## config.mk

```make
export PLATFORM = sky130hd
export DESIGN_NAME = cr16_mem_arbiter
export DESIGN_NICKNAME = d
export VERILOG_FILES = /design/src/rtl/cr16_mem_arbiter.sv
export SDC_FILE = /design/constraint.sdc
export NUM_CORES = 1
export LEC_CHECK = 0
export ABC_CLOCK_PERIOD_IN_PS = 2100
export CAP_MARGIN = 20
export CORE_MARGIN = 2
export CORE_UTILIZATION = 24
export DETAILED_ROUTE_END_ITERATION = 16
export PLACE_DENSITY = 0.93
export SYNTH_ARGS = -nofsm -noshare
export SYNTH_HDL_FRONTEND = slang
export SYNTH_SLANG_ARGS = --single-unit
```

## constraint.sdc

```tcl
create_clock -name I_CLK -period 2.1 [get_ports I_CLK]
set_input_delay 0.42 -clock I_CLK [delete_from_list [all_inputs] [get_ports I_CLK]]
set_output_delay 0.42 -clock I_CLK [all_outputs]
set_load 0.05 [all_outputs]
```

## src/rtl/cr16_mem_arbiter.sv

```systemverilog
// cr16_mem_arbiter
// Shares BRAM port A between the CR16 core (requester 0) and an external
// agent (requester 1). Round-robin between the two, with an optional bus
// lock that keeps ownership across a multi-access sequence. The BRAM command
// is driven combinationally from the winner. Read data comes back one cycle
// later, and a registered tag marks which requester owns it.
module cr16_mem_arbiter #(
   parameter int P_DATA_WIDTH    = 16,
   parameter int P_ADDRESS_WIDTH = 16
) (
   input  logic                       I_CLK,
   input  logic                       I_NRESET,
   input  logic                       I_REQ_0,
   input  logic                       I_WE_0,
   input  logic [P_ADDRESS_WIDTH-1:0] I_ADDR_0,
   input  logic [P_DATA_WIDTH-1:0]    I_WDATA_0,
   input  logic                       I_LOCK_0,
   input  logic                       I_REQ_1,
   input  logic                       I_WE_1,
   input  logic [P_ADDRESS_WIDTH-1:0] I_ADDR_1,
   input  logic [P_DATA_WIDTH-1:0]    I_WDATA_1,
   input  logic                       I_LOCK_1,
   output logic                       O_GNT_0,
   output logic                       O_GNT_1,
   output logic                       O_RVALID_0,
   output logic                       O_RVALID_1,
   output logic [P_DATA_WIDTH-1:0]    O_RDATA_0,
   output logic [P_DATA_WIDTH-1:0]    O_RDATA_1,
   output logic [P_ADDRESS_WIDTH-1:0] O_MEM_ADDRESS,
   output logic [P_DATA_WIDTH-1:0]    O_MEM_DATA,
   output logic                       O_MEM_WRITE_ENABLE,
   input  logic [P_DATA_WIDTH-1:0]    I_MEM_DATA
);

   typedef enum logic [1:0] {
      IDLE     = 2'd0,
      LOCKED_0 = 2'd1,
      LOCKED_1 = 2'd2
   } state_t;

   state_t     state;
   state_t     next_state;
   logic       last;
   logic [3:0] idle_cnt;
   logic       rtag_0;
   logic       rtag_1;
   logic       req_0;
   logic       req_1;
   logic       gnt_0;
   logic       gnt_1;
   logic       owner_idle;

   // Requests are masked during reset so no grant or BRAM write escapes while I_NRESET is low
   always_comb begin
      req_0 = I_REQ_0 & I_NRESET;
      req_1 = I_REQ_1 & I_NRESET;
   end

   // State register
   always_ff @(posedge I_CLK or negedge I_NRESET) begin
      if (!I_NRESET) begin
         state <= IDLE;
      end else begin
         state <= next_state;
      end
   end

   // Winner selection and BRAM command mux; a locked owner excludes the other requester entirely
   always_comb begin
      gnt_0              = 1'b0;
      gnt_1              = 1'b0;
      O_MEM_ADDRESS      = '0;
      O_MEM_DATA         = '0;
      O_MEM_WRITE_ENABLE = 1'b0;
      case (state)
         IDLE: begin
            if (req_0 && req_1) begin
               gnt_0 = last;
               gnt_1 = ~last;
            end else begin
               gnt_0 = req_0;
               gnt_1 = req_1;
            end
         end
         LOCKED_0: gnt_0 = req_0;
         LOCKED_1: gnt_1 = req_1;
         default: begin
            gnt_0 = 1'b0;
            gnt_1 = 1'b0;
         end
      endcase
      if (gnt_0) begin
         O_MEM_ADDRESS      = I_ADDR_0;
         O_MEM_DATA         = I_WDATA_0;
         O_MEM_WRITE_ENABLE = I_WE_0;
      end else if (gnt_1) begin
         O_MEM_ADDRESS      = I_ADDR_1;
         O_MEM_DATA         = I_WDATA_1;
         O_MEM_WRITE_ENABLE = I_WE_1;
      end
   end

   // The lock owner being absent is what the abandonment timer counts
   always_comb begin
      owner_idle = 1'b0;
      if (state == LOCKED_0) owner_idle = ~req_0;
      if (state == LOCKED_1) owner_idle = ~req_1;
   end

   // Next state: take or release a lock on a grant, or drop it after sixteen idle cycles
   always_comb begin
      next_state = state;
      case (state)
         IDLE: begin
            if (gnt_0 && I_LOCK_0) begin
               next_state = LOCKED_0;
            end else if (gnt_1 && I_LOCK_1) begin
               next_state = LOCKED_1;
            end
         end
         LOCKED_0: begin
            if (gnt_0 && !I_LOCK_0) begin
               next_state = IDLE;
            end else if (owner_idle && idle_cnt == 4'd15) begin
               next_state = IDLE;
            end
         end
         LOCKED_1: begin
            if (gnt_1 && !I_LOCK_1) begin
               next_state = IDLE;
            end else if (owner_idle && idle_cnt == 4'd15) begin
               next_state = IDLE;
            end
         end
         default: next_state = IDLE;
      endcase
   end

   // Round-robin memory: remembers who was granted last so the other side wins the next tie
   always_ff @(posedge I_CLK or negedge I_NRESET) begin
      if (!I_NRESET) begin
         last <= 1'b1;
      end else if (gnt_0) begin
         last <= 1'b0;
      end else if (gnt_1) begin
         last <= 1'b1;
      end
   end

   // Idle counter runs only while a lock is held and its owner is absent; any grant or state change clears it
   always_ff @(posedge I_CLK or negedge I_NRESET) begin
      if (!I_NRESET) begin
         idle_cnt <= 4'd0;
      end else if (gnt_0 || gnt_1 || next_state != state || !owner_idle) begin
         idle_cnt <= 4'd0;
      end else begin
         idle_cnt <= idle_cnt + 4'd1;
      end
   end

   // Return tag marks which requester owns the BRAM read data arriving next cycle
   always_ff @(posedge I_CLK or negedge I_NRESET) begin
      if (!I_NRESET) begin
         rtag_0 <= 1'b0;
         rtag_1 <= 1'b0;
      end else begin
         rtag_0 <= gnt_0 & ~I_WE_0;
         rtag_1 <= gnt_1 & ~I_WE_1;
      end
   end

   // Output drive: grants, read-valid strobes and read data shared by both requesters
   always_comb begin
      O_GNT_0    = gnt_0;
      O_GNT_1    = gnt_1;
      O_RVALID_0 = rtag_0;
      O_RVALID_1 = rtag_1;
      O_RDATA_0  = I_MEM_DATA;
      O_RDATA_1  = I_MEM_DATA;
   end

endmodule
```

After elaboration in Yosys (flattened, before gate mapping)
Index checks and enable logic that the tools add are counted.

Bits in registers: 9. Input port bits: 88. Word-level logic and storage cells: 54.

Add/sub/neg operators: 1. Eq/ne operators: 4. Multiplexer cells: 21. Bitwise operators: 9. Reduce and logical (&&, ||, !) cells: 14.

Operator list (number): 2-to-1 mux 16 bit (4); 2-to-1 mux 2 bit (5); 2-to-1 mux 1 bit (8); logical AND 1 bit (6); case mux 2 bit (3 select lines) (1); NOT 1 bit (5); adder 4 x 1 -> 4 bit (second input constant) (1); bitwise AND 1 bit (4); equality test 4 bit (second input constant) (1); 2-to-1 mux 4 bit (1); case mux 1 bit (2 select lines) (2); logical NOT 1 bit (3); logical OR 1 bit (3); equality test 2 x 1 -> 1 bit (second input constant) (1); equality test 2 bit (second input constant) (1); logical NOT 2 bit (1); inequality test 2 bit (1); nonzero test 2 bit (1).

Longest topological paths before layout
Gate-level depths: netlist of the first run.

Depth after elaboration: 12. Mapped depth: 6. Gate-level depth less buffers: 4.

Worst setup path before layout of the first run
OpenSTA, ideal clock, no wires.

Kind: register -> output. Start point: register state[1]. End point: output O_MEM_ADDRESS[10]. Data arrival time: 1848 ps. Data required time: 1680 ps. Path slack: -168 ps. Stages on the path, launching flop included: 6. Path through: dfrtp_1 buf_2 and3b_1 nor3_2 buf_2 a22o_1.

Longest elaborated chain between the ends: 4. Elaborated cells on any way between the ends: 7. Classes of those cells: eq/ne (2); mux (4); reduce/logical (1).

Ends and longest elaborated chain: start, declared (RTL line 41) `state_t state;`; start signal, assigned (RTL line 64) `state <= next_state;`; equality test 2 bit or logical NOT 2 bit (tied branches) (RTL line 75) `case (state)`; case mux 1 bit (2 select lines) * (RTL line 75); named net O_GNT_1 (RTL line 24) `output logic O_GNT_1,`; 2-to-1 mux 16 bit * (RTL line 96) `end else if (gnt_1) begin`; 2-to-1 mux 16 bit * (RTL line 92) `if (gnt_0) begin`; end, declared (RTL line 29) `output logic [P_ADDRESS_WIDTH-1:0] O_MEM_ADDRESS,`.

The timed path passes the listed nets; every way through them passes the cells marked *.

Final worst setup path of the first run
Start point: register last. End point: output O_MEM_DATA[12].

Longest elaborated chain between the ends: 5. Elaborated cells on any way between the ends: 7. Classes of those cells: mux (6); bitwise (1).

Ends and longest elaborated chain: start, declared (RTL line 43) `logic last;`; start signal, assigned (RTL line 142) `last <= 1'b1;`; start signal, assigned (RTL line 144) `last <= 1'b0;`; start signal, assigned (RTL line 146) `last <= 1'b1;`; NOT 1 bit (RTL line 79) `gnt_1 = ~last;`; 2-to-1 mux 1 bit (RTL line 77) `if (req_0 && req_1) begin`; case mux 1 bit (2 select lines) (RTL line 75); 2-to-1 mux 16 bit (RTL line 96); 2-to-1 mux 16 bit * (RTL line 92); end, declared (RTL line 30) `output logic [P_DATA_WIDTH-1:0] O_MEM_DATA,`.

Mark *: on every way between the ends. The rest lies on a longest branch, timed or not.

==> results.rst, run 1 <==
.. list-table::
   :header-rows: 1

   * - Metric
     - Value
   * - Achievable frequency
     - between 400 and 500 MHz
   * - Tot Pwr
     - between 2 and 2.5 mW
   * - Synth Instances
     - around 120
   * - Core region area
     - 4350 µm²
   * - Commonest non-fill, non-tap cell in the layout
     - sky130_fd_sc_hd__clkdlybuf4s50_1
   * - Total wire length
     - 5.74 mm
   * - Final-layout worst hold slack
     - 0.307 ns
   * - Die Ht
     - 71.1 µm
   * - Mean number of vias per cell
     - 5.10
   * - Placer congestion estimate
     - 0.888
   * - Cell area after synthesis
     - 1080 µm²
   * - Synth-to-Final Area Change
     - 171%
   * - Final worst-path cycle share
     - 111%
   * - Die Wd
     - 71.1 µm
   * - Sinks on Clock Net
     - 9
   * - Final Hold Violating Endpoints
     - 0
   * - Number of buffers between clock root and the deepest sink
     - 2
   * - Post-Synthesis Net Count
     - 208
   * - Element type at the critical path start
     - flop
   * - Layout cell share with drive strength beyond 1
     - between 40% and 50%
   * - Clk slew on worst S/H paths
     - 0.04 ns
   * - Class of the tightest hold or removal check
     - input port to asynchronous set/reset pin
   * - Number of hold buffers added after cts
     - 0
   * - Reported leakage power
     - 1.29 nW
   * - Effective utilization at floorplan
     - 24.8%
   * - Synth unique cells
     - 30
   * - Cell Area, Placed
     - 2390 µm²
   * - Detail Placement HPWL
     - 3.59 mm
   * - Final cell area excluding filler cells
     - a little under 3000 µm²
   * - Total power density per cell area
     - 845 nW/µm²
   * - First-pass GRT wire length
     - 7.76 mm
   * - Post-synthesis sequential element count
     - 9
   * - Slew margin rel.
     - about two thirds
   * - Die outline area
     - 5060 µm²
   * - Mean instance size in the synthesized netlist
     - 9.08 µm²
   * - Max-slew violation total from the final report
     - 0
   * - CTS tree
     - done
   * - Violations in the final reports
     - negative setup slack
   * - Area occupied by multi-input gates
     - a little under 800 µm²
   * - Slew at the pin closest to its max-slew limit
     - 0.527 ns
   * - Number of synthesis warnings
     - 0
   * - Number of nets still failing antenna checks after routing
     - 0
   * - CP max FO
     - 5
   * - Total routing resource utilization after global routing
     - 19.8%
   * - Fillcell total
     - approximately 280
   * - Setup repair after global routing missed its margin
     - true
   * - Root buffer selected by CTS
     - sky130_fd_sc_hd__clkbuf_8
   * - Depth of the most critical reg-to-reg path
     - 7
   * - Per-cell routed wire length
     - 21.2 µm
   * - Final setup fails
     - 34
   * - Total grt overflow
     - 0
   * - Number of I/O port buffers
     - 108
   * - H-tree level count
     - 1
   * - Pin count of the biggest net entering global routing
     - 13
   * - 1st-iter DRT viols
     - 47
   * - Part of the Yosys area used for sequential elements
     - 20.9%
   * - Register Area
     - 226 µm²
   * - Initial antenna violation count
     - 0
   * - Number of standard-cell rows in the floorplan
     - 24
   * - Worst path setup slack after routing
     - -0.223 ns
   * - Result of the run
     - finished, violations left
   * - Final net count
     - 309
   * - Number of top-level design ports
     - 157
   * - DRC violation count after routing
     - 0
   * - Antenna Cells
     - 0
   * - Clock latency reported for the late side of the worst-skew pair
     - 0.23 ns
   * - Clock buffers created by TritonCTS
     - 3
   * - WS Path Type
     - flop to output pin
   * - Number of global-route vias before repair
     - 1,470
   * - Reported max-cap violation count
     - 0
   * - Post-Route Skew
     - approximately 0.0019 ns
   * - Data arrival at the endpoint of the critical path
     - 1.90 ns
   * - Leading cell types in the layout, fill and taps excluded
     - sky130_fd_sc_hd__clkdlybuf4s50_1, sky130_fd_sc_hd__buf_12, sky130_fd_sc_hd__a22o_4
   * - Final Critical Period
     - 2.32 ns
   * - Count of TritonRoute iterations in the first routing pass
     - 4
   * - Count of vias placed by the detailed router
     - around 1,400
   * - Endpoint class of the critical path
     - output pin
   * - Maximum vdd ir drop
     - 0.253 mV
   * - CP Data Required Time
     - 1.68 ns
## routing by layer
layer  vias to the layer above  track usage (%)  part of all wire (%)
li1                        618                -                     -
met1                       645             20.9                    34
met2                       101             37.1                    53
met3                        18             3.99                   8.8
met4                         0             9.85                   3.7
met5                         -                0                     0
## repair_timing
item / 4_1_cts / 5_1_grt
buffers inserted: 6 / 5
cloned: 3 / 2
resized for setup: 37 / 15
setup endpoints to repair: 35 / 35
pin swaps: 3 / 4
## logic make-up after synthesis
family                   Yosys count  synth area share (%)
flip-flops                         9                  20.9
buffers and inverters             43                  30.0
XOR/XNOR                           2                  1.62
adder cells (fa/ha/maj)            1                  1.16
AND/OR/NAND/NOR                   24                  13.7
multiplexers                       1                 0.926
AO/OA/AOI/OAI                     39                  31.7
## synthesized netlist by cell type (all sizes together)
library cell / n / share of area [%]
a22o: 33 / 27
nand3: 1 / 0.46
or3b: 1 / 0.81
and3b: 1 / 0.81
and3: 1 / 0.58
o211a: 1 / 0.93
dfstp: 1 / 2.4
o221a: 1 / 1.0
dfrtp: 8 / 19
nor2b: 3 / 1.7
ha: 1 / 1.2
nor4: 4 / 2.3
a31oi: 1 / 0.58
inv: 2 / 0.69
a22oi: 1 / 0.69
a41oi: 1 / 0.81
nand3b: 2 / 1.4
nor2: 4 / 1.4
and4b: 1 / 0.93
nor3: 2 / 1.4
mux2i: 1 / 0.93
xor2: 1 / 0.81
nor4b: 1 / 0.81
xnor2: 1 / 0.81
nand2: 3 / 1.0
o21ba: 1 / 0.93
buf: 41 / 29
## critical path: stages, from the launching register on
cell	delay, ns
sky130_fd_sc_hd__dfstp_2	0.38
sky130_fd_sc_hd__or3b_4	0.40
sky130_fd_sc_hd__and4b_4	0.22
sky130_fd_sc_hd__buf_12	0.15
sky130_fd_sc_hd__clkbuf_16	0.15
sky130_fd_sc_hd__a22o_1	0.22
sky130_fd_sc_hd__buf_12	0.16
## power breakdown
part,internal [mW],switching [mW]
combinational,1.08,0.940
clock,0.132,0.0645
sequential,0.225,0.0332
## layout make-up
cell class                 count  area share, %
clock buffer                   4           1.54
inverter                       2          0.256
multi-input combinational     67           26.7
sequential                     9           7.73
tap                           52           2.22
timing repair buffer         137           61.6
## through the flow
stage,worst slack (ns),setup TNS (ns),instances,util (%)
floorplan,0.0277,0,119,-
global placement,-0.427,-13.29,251,54.9
detailed placement,-0.410,-13.04,251,54.9
CTS,-0.178,-4.92,264,63.3
global route,-0.251,-7.27,271,67.3
finish,-0.223,-6.41,271,67.3
## sequential cells by signal, indices dropped and copies added (netlist names)
register    count
O_RVALID_0      1
last            1
idle_cnt        4
O_RVALID_1      1
state           2
## worst paths after layout
check	from	to	slack (ns)
setup / recovery	last$_DFFE_PN1P_	O_MEM_DATA[12]	-0.22
hold / removal	I_NRESET	O_RVALID_0$_DFF_PN0_	0.31
hold reg to reg	idle_cnt[0]$_DFF_PN0_	idle_cnt[0]$_DFF_PN0_	0.51
setup reg to reg	last$_DFFE_PN1P_	state[0]$_DFF_PN0_	0.21
max in group asynchronous	I_NRESET	idle_cnt[3]$_DFF_PN0_	1.60
min in group I_CLK	idle_cnt[0]$_DFF_PN0_	idle_cnt[0]$_DFF_PN0_	0.51
No activity file was read; power rests on OpenSTA's default activity.
==> run 2: changes to the inputs <==
Settings changed: HOLD_SLACK_MARGIN set to 0.08.
==> results of run 2 <==
Final layout, timing and power as in run 1 (identical DEF).
==> run 3: changes to the inputs <==
Settings changed: ABC_CLOCK_PERIOD_IN_PS 2100 to 2900, CORE_UTILIZATION 24 to 25, PLACE_DENSITY 0.93 to 0.95.
Clock period 2.1 ns to 2.9 ns, I/O delays scaled along.
==> results.rst, run 3 (synthesized netlist as in run 1, its figures left out) <==
.. list-table::
   :header-rows: 1

   * - Metric
     - Value
   * - Result of the run
     - finished, final reports clean
   * - Final Critical Period
     - 2.77 ns
   * - Setup fix buffers added after clock tree synthesis
     - 0
   * - Antenna Cells
     - 0
   * - Clock latency reported for the late side of the worst-skew pair
     - around 0.23 ns
   * - Number of buffers between clock root and the deepest sink
     - 2
   * - Root buffer selected by CTS
     - sky130_fd_sc_hd__clkbuf_8
   * - Setup repair after global routing missed its margin
     - false
   * - Top Registers
     - idle_cnt: 4 flops, state: 2 flops
   * - Final setup fails
     - 0
   * - Element type at the critical path start
     - input port
   * - Number of global-route vias before repair
     - 1,270
   * - Die outline area
     - 4870 µm²
   * - Clk slew on worst S/H paths
     - 0.04 ns
   * - Reported leakage power
     - 0.997 nW
   * - Number of nets still failing antenna checks after routing
     - 0
   * - Die Wd
     - 69.8 µm
   * - Busiest layer in global routing
     - met2
   * - Max-slew violation total from the final report
     - 0
   * - Slew at the pin closest to its max-slew limit
     - 0.493 ns
   * - Flip-flop count of the largest register, all copies and words added
     - 4
   * - Total routing resource utilization after global routing
     - 16.2%
   * - H-tree level count
     - 1
   * - Count of TritonRoute iterations in the first routing pass
     - 4
   * - Maximum vdd ir drop
     - 0.247 mV
   * - Number of standard-cell rows in the floorplan
     - 23
   * - Fillcell total
     - 327
   * - Commonest non-fill, non-tap cell in the layout
     - sky130_fd_sc_hd__clkdlybuf4s50_1
   * - Leading cell types in the layout, fill and taps excluded
     - sky130_fd_sc_hd__clkdlybuf4s50_1, sky130_fd_sc_hd__buf_12, sky130_fd_sc_hd__a22o_1
   * - Sinks on Clock Net
     - 9
   * - CP max FO
     - 18
   * - Total wire length
     - between 4 and 5 mm
   * - Core region area
     - 4090 µm²
   * - CTS tree
     - done
   * - 1st-iter DRT viols
     - 24
   * - Placer congestion estimate
     - about 0.9
   * - Final-layout worst hold slack
     - around 0.47 ns
   * - Maximum single-stage delay on the critical path
     - 0.50 ns
   * - Endpoint class of the critical path
     - output pin
   * - Synth-to-Final Area Change
     - 122%
   * - Total power density per cell area
     - 621 nW/µm²
   * - Final non-filler cell total
     - about 250
   * - Tot Pwr
     - 1.49 mW
   * - Count of vias placed by the detailed router
     - 1,217
   * - CP max stage cell
     - sky130_fd_sc_hd__clkdlybuf4s50_1
   * - Largest register by flop count
     - idle_cnt
   * - Clock buffers created by TritonCTS
     - 3
   * - Mean number of vias per cell
     - 4.95
   * - Setup_tns
     - 0 ns
   * - Post-Route Skew
     - 0.000301 ns
   * - Achievable frequency
     - 362 MHz
   * - Total grt overflow
     - 0
   * - Cells along the critical path
     - clkdlybuf4s50_1, and3b_1, nor3_4, buf_4, a22o_1, buf_12
   * - Final worst-path cycle share
     - 95.4%
   * - Final Hold Violating Endpoints
     - 0
   * - Number of I/O port buffers
     - 108
   * - GR met3 Demand/Resource
     - 1.89%
   * - Number of top-level design ports
     - 157
   * - Data arrival at the endpoint of the critical path
     - 2.19 ns
   * - WS Path Type
     - input port to output pin
   * - Die Ht
     - 69.8 µm
   * - Class of the tightest hold or removal check
     - flop to flop
   * - DRC violation count after routing
     - 0
   * - Reported max-cap violation count
     - 0
   * - First-pass GRT wire length
     - 6.38 mm
   * - Detail Placement HPWL
     - 3.45 mm
   * - Pin count of the biggest net entering global routing
     - 25
   * - GR Util met2
     - 30.2%
   * - Placed cell count
     - between 200 and 250
   * - Final net count
     - between 200 and 300
   * - Per-cell routed wire length
     - 17.0 µm
   * - Layout cell share with drive strength beyond 1
     - 26.0%
   * - CP Data Required Time
     - 2.32 ns
   * - Effective utilization at floorplan
     - 26.5%
   * - Initial antenna violation count
     - 0
   * - Slew margin rel.
     - 67.0%
   * - Met1 usage in global routing
     - about 18%
run 3: cell count changes in the layout (fill, tap and decap cells not counted), moves of 2 or more:
cell / previous run / this run
sky130_fd_sc_hd__buf_16: 3 / 0
sky130_fd_sc_hd__a22o_4: 27 / 1
sky130_fd_sc_hd__buf_4: 14 / 4
sky130_fd_sc_hd__clkdlybuf4s50_1: 70 / 72
sky130_fd_sc_hd__a22o_1: 6 / 32
sky130_fd_sc_hd__dlygate4sd2_1: 2 / 0
sky130_fd_sc_hd__buf_6: 6 / 0
sky130_fd_sc_hd__buf_12: 39 / 37
run 3: report_power, final:
part,total [mW],leakage [nW],switching [mW],internal (mW)
clock,0.145,0.0228,0.0497,0.0958
sequential,0.207,0.118,0.0443,0.163
combinational,1.13,0.856,0.562,0.571
run 3: through the flow:
stage | cell area, µm² | util, % | setup WS (ns)
after floorplan | 1080 | - | 0.372
after global placement | 2330 | 57.1 | 0.0587
after detailed placement | 2330 | 57.1 | 0.00808
after CTS | 2380 | 58.2 | 0.00600
after global routing | 2390 | 58.6 | 0.0519
final | 2390 | 58.6 | 0.134
run 3: cell type report:
type / count / area (µm²) / area share [%]
Multi-Input combinational cell: 67 / 549 / 22.9
Sequential cell: 9 / 226 / 9.46
Inverter: 2 / 7.51 / 0.313
Clock buffer: 4 / 45.0 / 1.88
Timing Repair Buffer: 114 / 1500 / 62.8
Tap cell: 50 / 62.6 / 2.61
run 3: repair_timing:
| item | 4_1_cts | 5_1_grt |
|---|---|---|
| hold buffers | 0 | 0 |
| gates resized for setup | 0 | 4 |
| setup endpoints to repair | 0 | 17 |
run 3: path summary, 6_finish.rpt:
check	start	to	slack, ns	cells past startpoint
worst max-delay path	I_REQ_0	O_MEM_WRITE_ENABLE	0.13	6
worst min-delay path	idle_cnt[0]$_DFF_PN0_	idle_cnt[0]$_DFF_PN0_	0.47	1
worst max register to register	state[0]$_DFF_PN0_	state[0]$_DFF_PN0_	1.17	4
worst min register to register	idle_cnt[0]$_DFF_PN0_	idle_cnt[0]$_DFF_PN0_	0.47	1
max in group asynchronous	I_NRESET	last$_DFFE_PN1P_	1.83	2
min in group asynchronous	I_NRESET	O_RVALID_1$_DFF_PN0_	0.58	1
run 3: metal layers:
metal,vias to the layer above,wire [µm]
met4,0,72
li1,569,-
met3,6,267
met2,75,2300
met1,567,1530
met5,-,0
run 3: worst max-delay path: cells and delay by family:
family                 cells  cell delay [ns]
buffers and inverters      3             0.90
AND/OR/NAND/NOR            2             0.46
AO/OA/AOI/OAI              1             0.23
